===== config.mk =====
export PLATFORM = sky130hd
export DESIGN_NAME = execute
export DESIGN_NICKNAME = d
export VERILOG_FILES = /design/src/rtl/mips_pkg.sv /design/src/rtl/dff.sv /design/src/rtl/execute_muldiv.sv /design/src/rtl/execute.sv
export SDC_FILE = /design/constraint.sdc
export NUM_CORES = 2
export LEC_CHECK = 0
export BUFFER_PORTS_ARGS = -buffer_cell sky130_fd_sc_hd__buf_2
export CORE_ASPECT_RATIO = 1.75
export CORE_UTILIZATION = 40
export DETAILED_ROUTE_END_ITERATION = 8
export HOLD_SLACK_MARGIN = 0.05
export PLACE_DENSITY = 0.63
export RECOVER_POWER = 50
export SKIP_CTS_REPAIR_TIMING = 1
export SYNTH_ARGS = -nofsm -noshare
export SYNTH_HDL_FRONTEND = slang
export SYNTH_HIERARCHICAL = 1
export SYNTH_SLANG_ARGS = --single-unit

===== constraint.sdc =====
create_clock -name clk -period 5.2 [get_ports clk]
set_clock_uncertainty 0.1 [all_clocks]
set_input_delay 0.26 -clock clk [delete_from_list [all_inputs] [get_ports clk]]
set_output_delay 0.26 -clock clk [all_outputs]
set_load 0.01 [all_outputs]

===== src/rtl/mips_pkg.sv =====
// Shared encodings for the MIPS execute stage: ALU control, mul/div ops,
// forwarding selects and the mul/div FSM state type.
package mips_pkg;

    localparam logic [3:0] ALU_AND  = 4'd0;
    localparam logic [3:0] ALU_OR   = 4'd1;
    localparam logic [3:0] ALU_ADD  = 4'd2;
    localparam logic [3:0] ALU_XOR  = 4'd3;
    localparam logic [3:0] ALU_NOR  = 4'd4;
    localparam logic [3:0] ALU_SUB  = 4'd6;
    localparam logic [3:0] ALU_SLT  = 4'd7;
    localparam logic [3:0] ALU_SLTU = 4'd8;
    localparam logic [3:0] ALU_SLL  = 4'd9;
    localparam logic [3:0] ALU_SRL  = 4'd10;
    localparam logic [3:0] ALU_SRA  = 4'd11;
    localparam logic [3:0] ALU_LUI  = 4'd12;

    localparam logic [2:0] MD_NONE  = 3'd0;
    localparam logic [2:0] MD_MULT  = 3'd1;
    localparam logic [2:0] MD_MULTU = 3'd2;
    localparam logic [2:0] MD_DIV   = 3'd3;
    localparam logic [2:0] MD_DIVU  = 3'd4;
    localparam logic [2:0] MD_MFHI  = 3'd5;
    localparam logic [2:0] MD_MFLO  = 3'd6;

    localparam logic [1:0] FWD_RF = 2'b00;
    localparam logic [1:0] FWD_ME = 2'b01;
    localparam logic [1:0] FWD_WB = 2'b10;

    typedef enum logic [1:0] {
        MD_IDLE = 2'd0,
        MD_RUN  = 2'd1,
        MD_FIX  = 2'd2
    } md_state_t;

endpackage


===== src/rtl/dff.sv =====
// Generic register cell with async active-low reset, synchronous clear
// (priority) and load enable.
module dff #(
    parameter int W = 1
) (
    input  logic         clk,
    input  logic         reset_n,
    input  logic         clr,
    input  logic         en,
    input  logic [W-1:0] d,
    output logic [W-1:0] q
);

    always_ff @(posedge clk or negedge reset_n) begin
        if (!reset_n)  q <= '0;
        else if (clr)  q <= '0;
        else if (en)   q <= d;
    end

endmodule


===== src/rtl/execute_muldiv.sv =====
// Iterative multiply/divide unit with HI/LO. Define MD_FAST_MULT_EN to make
// MULT/MULTU finish in one step from a combinational product.
//
// state | meaning
// IDLE  | waiting for a mul/div start; HI/LO stable
// RUN   | one shift-add / restoring-subtract step per cycle on magnitudes
// FIX   | sign correction and HI/LO write-back
module muldiv
    import mips_pkg::*;
#(
    parameter int WIDTH     = 32,
    parameter int MD_CYCLES = 32
) (
    input  logic             clk,
    input  logic             reset_n,
    input  logic             start,
    input  logic [2:0]       op,
    input  logic [WIDTH-1:0] a,
    input  logic [WIDTH-1:0] b,
    output logic             busy,
    output logic [WIDTH-1:0] hi,
    output logic [WIDTH-1:0] lo
);

    localparam int CW = $clog2(MD_CYCLES);

    md_state_t          r_state, w_state_nxt;
    logic [CW-1:0]      r_cnt;
    logic [2*WIDTH-1:0] r_work;
    logic [WIDTH-1:0]   r_a, r_b, r_hi, r_lo;
    logic               r_is_div, r_neg_q, r_neg_r, r_b_zero;

    logic               w_op_md, w_op_div, w_op_signed, w_go, w_fast;
    logic [WIDTH-1:0]   w_a_mag, w_b_mag;
    logic [2*WIDTH-1:0] w_prod, w_mul_nxt, w_div_nxt, w_prod_fix;
    logic [WIDTH:0]     w_mul_sum, w_div_trial;
    logic [WIDTH-1:0]   w_hi_fix, w_lo_fix;

    always_comb begin
        w_op_md     = (op == MD_MULT) || (op == MD_MULTU) || (op == MD_DIV) || (op == MD_DIVU);
        w_op_div    = (op == MD_DIV) || (op == MD_DIVU);
        w_op_signed = (op == MD_MULT) || (op == MD_DIV);
        w_go        = start && w_op_md;
        w_a_mag     = (w_op_signed && a[WIDTH-1]) ? -a : a;
        w_b_mag     = (w_op_signed && b[WIDTH-1]) ? -b : b;
        w_prod      = {{WIDTH{1'b0}}, w_a_mag} * {{WIDTH{1'b0}}, w_b_mag};
        w_fast      = 1'b0;
`ifdef MD_FAST_MULT_EN
        w_fast      = !w_op_div;
`endif
    end

    // Multiply: low half holds the shrinking multiplier, high half the partial sum.
    // Divide: high half is the partial remainder, low half shifts dividend out / quotient in.
    always_comb begin
        w_mul_sum   = {1'b0, r_work[2*WIDTH-1:WIDTH]} + (r_work[0] ? {1'b0, r_b} : '0);
        w_mul_nxt   = {w_mul_sum, r_work[WIDTH-1:1]};
        w_div_trial = r_work[2*WIDTH-1:WIDTH-1] - {1'b0, r_b};
        w_div_nxt   = w_div_trial[WIDTH] ? {r_work[2*WIDTH-2:0], 1'b0}
                                         : {w_div_trial[WIDTH-1:0], r_work[WIDTH-2:0], 1'b1};
    end

    always_comb begin
        w_prod_fix = r_neg_q ? -r_work : r_work;
        w_hi_fix   = w_prod_fix[2*WIDTH-1:WIDTH];
        w_lo_fix   = w_prod_fix[WIDTH-1:0];
        if (r_is_div) begin
            if (r_b_zero) begin
                w_lo_fix = '1;
                w_hi_fix = r_a;
            end else begin
                w_lo_fix = r_neg_q ? -r_work[WIDTH-1:0] : r_work[WIDTH-1:0];
                w_hi_fix = r_neg_r ? -r_work[2*WIDTH-1:WIDTH] : r_work[2*WIDTH-1:WIDTH];
            end
        end
    end

    always_ff @(posedge clk or negedge reset_n) begin
        if (!reset_n) r_state <= MD_IDLE;
        else          r_state <= w_state_nxt;
    end

    always_comb begin
        w_state_nxt = r_state;
        case (r_state)
            MD_IDLE: if (w_go) w_state_nxt = w_fast ? MD_FIX : MD_RUN;
            MD_RUN:  if (r_cnt == '0) w_state_nxt = MD_FIX;
            MD_FIX:  w_state_nxt = MD_IDLE;
            default: w_state_nxt = MD_IDLE;
        endcase
    end

    always_ff @(posedge clk or negedge reset_n) begin
        if (!reset_n) begin
            r_cnt    <= '0;
            r_work   <= '0;
            r_a      <= '0;
            r_b      <= '0;
            r_hi     <= '0;
            r_lo     <= '0;
            r_is_div <= 1'b0;
            r_neg_q  <= 1'b0;
            r_neg_r  <= 1'b0;
            r_b_zero <= 1'b0;
        end else begin
            case (r_state)
                MD_IDLE: if (w_go) begin
                    r_cnt    <= CW'(MD_CYCLES - 1);
                    r_a      <= a;
                    r_b      <= w_b_mag;
                    r_is_div <= w_op_div;
                    r_neg_q  <= w_op_signed && (a[WIDTH-1] ^ b[WIDTH-1]);
                    r_neg_r  <= w_op_signed && a[WIDTH-1];
                    r_b_zero <= (b == '0);
                    r_work   <= w_fast ? w_prod : {{WIDTH{1'b0}}, w_a_mag};
                end
                MD_RUN: begin
                    r_cnt  <= r_cnt - CW'(1);
                    r_work <= r_is_div ? w_div_nxt : w_mul_nxt;
                end
                MD_FIX: begin
                    r_hi <= w_hi_fix;
                    r_lo <= w_lo_fix;
                end
                default: ;
            endcase
        end
    end

    assign busy = (r_state != MD_IDLE);
    assign hi   = r_hi;
    assign lo   = r_lo;

endmodule


===== src/rtl/execute.sv =====
// MIPS execute stage: forwarding, ALU, HI/LO read mux and EX pipeline register.
// Optional MD_FAST_MULT_EN selects single-step multiplies in the mul/div unit.
module execute
    import mips_pkg::*;
#(
    parameter int WIDTH     = 32,
    parameter int MD_CYCLES = 32
) (
    input  logic             clk,
    input  logic             reset_n,
    input  logic             flush,
    input  logic             AnyStall,
    input  logic [WIDTH-1:0] SrcA_ID,
    input  logic [WIDTH-1:0] SrcB_ID,
    input  logic [WIDTH-1:0] Imm_ID,
    input  logic [4:0]       Shamt_ID,
    input  logic [3:0]       AluCtl_ID,
    input  logic             AluSrc_ID,
    input  logic [2:0]       MdOp_ID,
    input  logic             RegWrite_ID,
    input  logic             MemToReg_ID,
    input  logic             MemWrite_ID,
    input  logic [4:0]       WriteReg_ID,
    input  logic [1:0]       ForwardA_ID,
    input  logic [1:0]       ForwardB_ID,
    input  logic [WIDTH-1:0] Result_ME,
    input  logic [WIDTH-1:0] WbData,
    output logic [WIDTH-1:0] Result_EX,
    output logic [WIDTH-1:0] WrDat_EX,
    output logic             RegWrite_EX,
    output logic             MemToReg_EX,
    output logic             MemWrite_EX,
    output logic [4:0]       WriteReg_EX,
    output logic             MdBusy,
    output logic             MdStall
);

    localparam int EXW = 2*WIDTH + 8;

    logic [WIDTH-1:0] w_fwd_a, w_fwd_b, w_opb, w_alu, w_result, w_hi, w_lo;
    logic             w_busy;
    logic [EXW-1:0]   w_ex_d, w_ex_q;

    always_comb begin
        case (ForwardA_ID)
            FWD_RF:  w_fwd_a = SrcA_ID;
            FWD_ME:  w_fwd_a = Result_ME;
            FWD_WB:  w_fwd_a = WbData;
            default: w_fwd_a = SrcA_ID;
        endcase
        case (ForwardB_ID)
            FWD_RF:  w_fwd_b = SrcB_ID;
            FWD_ME:  w_fwd_b = Result_ME;
            FWD_WB:  w_fwd_b = WbData;
            default: w_fwd_b = SrcB_ID;
        endcase
        w_opb = AluSrc_ID ? Imm_ID : w_fwd_b;
    end

    // Shifts always act on the forwarded rt value, never on the immediate.
    always_comb begin
        case (AluCtl_ID)
            ALU_AND:  w_alu = w_fwd_a & w_opb;
            ALU_OR:   w_alu = w_fwd_a | w_opb;
            ALU_ADD:  w_alu = w_fwd_a + w_opb;
            ALU_XOR:  w_alu = w_fwd_a ^ w_opb;
            ALU_NOR:  w_alu = ~(w_fwd_a | w_opb);
            ALU_SUB:  w_alu = w_fwd_a - w_opb;
            ALU_SLT:  w_alu = {{(WIDTH-1){1'b0}}, ($signed(w_fwd_a) < $signed(w_opb))};
            ALU_SLTU: w_alu = {{(WIDTH-1){1'b0}}, (w_fwd_a < w_opb)};
            ALU_SLL:  w_alu = w_fwd_b << Shamt_ID;
            ALU_SRL:  w_alu = w_fwd_b >> Shamt_ID;
            ALU_SRA:  w_alu = $signed(w_fwd_b) >>> Shamt_ID;
            ALU_LUI:  w_alu = {Imm_ID[15:0], 16'b0};
            default:  w_alu = '0;
        endcase
        case (MdOp_ID)
            MD_MFHI: w_result = w_hi;
            MD_MFLO: w_result = w_lo;
            default: w_result = w_alu;
        endcase
    end

    muldiv #(
        .WIDTH     (WIDTH),
        .MD_CYCLES (MD_CYCLES)
    ) u_muldiv (
        .clk     (clk),
        .reset_n (reset_n),
        .start   (!AnyStall && !flush),
        .op      (MdOp_ID),
        .a       (w_fwd_a),
        .b       (w_fwd_b),
        .busy    (w_busy),
        .hi      (w_hi),
        .lo      (w_lo)
    );

    assign w_ex_d = {w_result, w_fwd_b, RegWrite_ID, MemToReg_ID, MemWrite_ID, WriteReg_ID};

    dff #(.W(EXW)) u_ex_reg (
        .clk     (clk),
        .reset_n (reset_n),
        .clr     (flush),
        .en      (!AnyStall),
        .d       (w_ex_d),
        .q       (w_ex_q)
    );

    assign {Result_EX, WrDat_EX, RegWrite_EX, MemToReg_EX, MemWrite_EX, WriteReg_EX} = w_ex_q;

    assign MdBusy  = w_busy;
    assign MdStall = w_busy && (MdOp_ID != MD_NONE);

endmodule


==> results.py <==
metrics = {
    "pwr": {
        "peakVddDrop_uv": 456,
        "clock_power_share_pct": 13.8,
        "power.density_cell_area_mw_per_mm2": 486,
        "combPwrFrac_pct": 64.5,
        "leakage_nw": 16.0,
        "p_int_w": 0.00841,
        "share_of_power_burned_in_registers_pct": 21.7,
        "switching_share_pct": 52.1,
        "net-switching-power_w": 0.00915,
    },
    "logic_synthesis": {
        "yosys_warnings": 6,
        "synth_top_area_share_pct": 21.6,
        "synthDominantAreaCellType": "sky130_fd_sc_hd__dfrtp_1",
        "synth_sequential_area_ratio_pct": 21.6,
        "syn-cell-area_mm2": 0.0318,
        "yosys_register_bits": 275,
        "syn_avg_cell_area_um2": 7.62,
        "post-synth-top-count-cell": "sky130_fd_sc_hd__nand2_1",
        "yosys-top-cells-count": "sky130_fd_sc_hd__nand2_1 (493), sky130_fd_sc_hd__nor2_1 (440), sky130_fd_sc_hd__o21ai_0 (320), sky130_fd_sc_hd__a21oi_1 (304), sky130_fd_sc_hd__dfrtp_1 (275)",
        "synthesis.nets": 4543,
        "ys.flop_type": "sky130_fd_sc_hd__dfrtp_1",
        "post_synth_num_cell_types": 119,
        "synthArstFlopShare_pct": 100,
        "number_of_flops_mapped_to_enable_cells_by_yosys": 0,
        "synthCells": 4174,
        "synth_top_cells_by_area": "sky130_fd_sc_hd__dfrtp_1 (22%), sky130_fd_sc_hd__ha_1 (6.9%), sky130_fd_sc_hd__mux2i_1 (6.0%)",
    },
    "detailed_routing": {
        "ant_nets": 0,
        "total_wire_length_um": 177000,
        "drtPass1Iterations": 9,
        "via_count": 35800,
        "vias_per_cell": 6.51,
        "detail_route.iter0.violations": 3814,
        "route.detailed.wl_per_inst_um": 32.3,
        "detail_route.drc_violations": 0,
    },
    "finish": {
        "drive_gt1_share_pct": 15.1,
        "stdcell_area_mm2": 0.0362,
        "final_cell_count_no_fill": 5498,
        "num-nets-final": 4803,
        "fill_cells": 8182,
        "area.growth.synth_to_final_pct": 13.7,
    },
    "clock_tree": {
        "tritoncts_clock_tree": "yes",
        "clock-root-buffer": "sky130_fd_sc_hd__clkbuf_16",
        "cts-buffers-inserted": 30,
        "htree_levels": 1,
        "clock_insertion_delay_at_the_later_pin_of_the_skew_report_ns": 0.65,
        "path_clk_slew_ns": 0.07,
        "clock-sinks": 275,
        "cts_buffer_depth": 3,
    },
    "floorplan": {
        "design.die.area_mm2": 0.0807,
        "die_height_um": 375,
        "floorplan.initialDensity_pct": 40.4,
        "die_x_um": 215,
        "placement_rows": 136,
        "boundaryPins": 263,
        "fp.coreArea_mm2": 0.0786,
    },
    "sta": {
        "unrepaired_setup_endpoints_after_global_routing": "false",
        "worstMarginPinSlew_ns": 2.71,
        "period_share_pct": 95.4,
        "relative_slew_slack_pct": -81.6,
        "setup_viol": 0,
        "fin_crit_ns": 4.96,
        "maximum_clock_frequency_mhz": 202,
        "final-hold-violation-count": 0,
        "setup_tns_after_final_layout_ns": 0,
        "finalMaxSlewViolations": 139,
    },
    "hold_path": {
        "timing.hold.worst.class": "input port to flop",
    },
    "run_status": {
        "failing_checks": "capacitance limit, slew limit",
        "outcome": "finished, violations left",
    },
    "worst_setup_path": {
        "cp.arrival_ns": 5.37,
        "type_of_the_worst_setup_path": "input port to flop",
        "start_kind": "input port",
        "cp_data_required_time_ns": 5.61,
        "endpoint_kind": "flop",
        "critical_path_peak_fanout": 10,
    },
    "run": {
        "max_cap_violations": 3,
    },
    "grt": {
        "initial_antenna_violation_count": 12,
        "overflow": 0,
        "grt_usage_pct": 42.8,
        "via_count_of_the_first_global_routing_pass": 35300,
        "grt_start_max_net_pins": 105,
        "grt_pass1_wl_um": 250000,
    },
    "placed_design": {
        "dpl_cell_area_mm2": 0.0351,
        "dp_hpwl_um": 138000,
        "replace_congestion": 1.08,
        "port-buffer-count": 262,
        "post-place-cells": 5425,
    },
}
[flip-flops by register name, indices dropped and copies added, names as in the netlist, 2 cells and up]
name and count:
u_muldiv/lo 32, u_muldiv/r_a 32, u_muldiv/hi 32, u_muldiv/r_b 32, u_muldiv/r_work 64, u_muldiv/r_cnt 5, u_muldiv/r_state 2, u_ex_reg/q 72
[metrics by stage]
stage	setup slack, ns	hold slack, ns	total power [W]	utilization [%]
after CTS	0.751	-0.465	0.0172	46.0
after detailed placement	0.0503	0.233	0.0148	44.6
after floorplan	0.721	-0.136	0.0110	-
final	0.241	0.130	0.0176	46.0
after global placement	0.0793	0.231	0.0147	44.6
after global routing	0.0119	0.146	0.0185	46.0
[power groups by stage]
stage	Clock, W	Combinational, W	Sequential (W)
after global routing	0.00252	0.0121	0.00388
after CTS	0.00245	0.0110	0.00376
final	0.00242	0.0113	0.00382
after detailed placement	0	0.0110	0.00380
after floorplan	0	0.00763	0.00340
after global placement	0	0.0109	0.00378
[final cells by class]
class,count,area [um^2],area share (%)
antenna,5,12.5,0.0346
sequential,275,6890,19.0
tap,1035,1290,3.58
clock buffer,36,813,2.25
clock inverter,20,249,0.689
inverter,209,786,2.17
timing repair buffer,540,3380,9.35
multi-input combinational,3378,22700,62.9
[critical path, cell delays in order]
cell and delay [ns]:
sky130_fd_sc_hd__buf_2 0.10, sky130_fd_sc_hd__inv_1 0.04, sky130_fd_sc_hd__ha_1 0.32, sky130_fd_sc_hd__inv_2 0.20
sky130_fd_sc_hd__nor2_1 0.09, sky130_fd_sc_hd__nor3_1 1.19, sky130_fd_sc_hd__a21o_1 0.18, sky130_fd_sc_hd__inv_1 0.07
sky130_fd_sc_hd__ha_1 0.31, sky130_fd_sc_hd__buf_4 0.18, sky130_fd_sc_hd__or4_1 0.40, sky130_fd_sc_hd__a211oi_1 0.27
sky130_fd_sc_hd__nor2_1 0.13, sky130_fd_sc_hd__buf_4 0.17, sky130_fd_sc_hd__o31ai_1 0.43, sky130_fd_sc_hd__a41oi_1 0.19
sky130_fd_sc_hd__xnor2_1 0.17, sky130_fd_sc_hd__a221oi_1 0.29, sky130_fd_sc_hd__a22oi_1 0.12, sky130_fd_sc_hd__mux2i_1 0.19
sky130_fd_sc_hd__nor2_1 0.05
[routing by layer]
metal / vias to the layer above / track usage, % / share of wire [%]
li1: 15700 / - / -
met1: 17300 / 42.5 / 33
met2: 2014 / 72.8 / 48
met3: 737 / 8.83 / 7.7
met4: 12 / 43.5 / 12
met5: - / 0 / 0.046
[final timing paths]
check | startpoint | end | slack [ns] | cells after the start
max | ForwardB_ID[0] | u_ex_reg/q[65] | 0.24 | 21
min | SrcA_ID[30] | u_muldiv/r_a[30] | 0.13 | 6
max reg2reg | u_muldiv/r_work[0] | u_muldiv/r_work[62] | 0.99 | 13
min reg2reg | u_muldiv/r_cnt[4] | u_muldiv/r_cnt[4] | 0.38 | 1
max in group asynchronous | reset_n | u_muldiv/r_is_div | 1.14 | 3
min in group asynchronous | reset_n | u_ex_reg/q[58] | 0.81 | 2
[layout by cell type, fill, tap and decap left out, types with 27 or more instances in the layout]
cell type                   count
sky130_fd_sc_hd__nand2_1      491
sky130_fd_sc_hd__a22o_1        39
sky130_fd_sc_hd__o22ai_1       39
sky130_fd_sc_hd__a22oi_1      102
sky130_fd_sc_hd__nor3_1        64
sky130_fd_sc_hd__nand3_1       71
sky130_fd_sc_hd__inv_1        200
sky130_fd_sc_hd__clkbuf_1      73
sky130_fd_sc_hd__a21o_1        45
sky130_fd_sc_hd__buf_2        190
sky130_fd_sc_hd__xor2_1       111
sky130_fd_sc_hd__a211oi_1      70
sky130_fd_sc_hd__a221oi_1      35
sky130_fd_sc_hd__buf_4        260
sky130_fd_sc_hd__nor2b_1       27
sky130_fd_sc_hd__a21oi_1      304
sky130_fd_sc_hd__nand4_1       27
sky130_fd_sc_hd__xnor2_1       90
sky130_fd_sc_hd__o211ai_1      43
sky130_fd_sc_hd__mux4_2        50
sky130_fd_sc_hd__mux2i_1      191
sky130_fd_sc_hd__o31ai_1       45
sky130_fd_sc_hd__a31oi_1       31
sky130_fd_sc_hd__o21ai_1       32
sky130_fd_sc_hd__dfrtp_1      273
sky130_fd_sc_hd__o21ai_0      318
sky130_fd_sc_hd__clkbuf_16     30
sky130_fd_sc_hd__o21a_1        40
sky130_fd_sc_hd__or3_1         33
sky130_fd_sc_hd__ha_1         175
sky130_fd_sc_hd__nor2_1       435
sky130_fd_sc_hd__nand2b_1      37
[cell families (layout without fill, tap and decap cells)]
family | Yosys count | count (layout) | share of synthesized area [%]
adder cells (fa/ha/maj) | 180 | 180 | 7.18
XOR/XNOR | 201 | 201 | 5.54
buffers and inverters | 521 | 805 | 7.11
other | 0 | 5 | 0
AO/OA/AOI/OAI | 1397 | 1397 | 29.2
multiplexers | 258 | 258 | 10.3
AND/OR/NAND/NOR | 1342 | 1342 | 19.0
flip-flops | 275 | 275 | 21.6
Power figures use the tool's default switching activity.
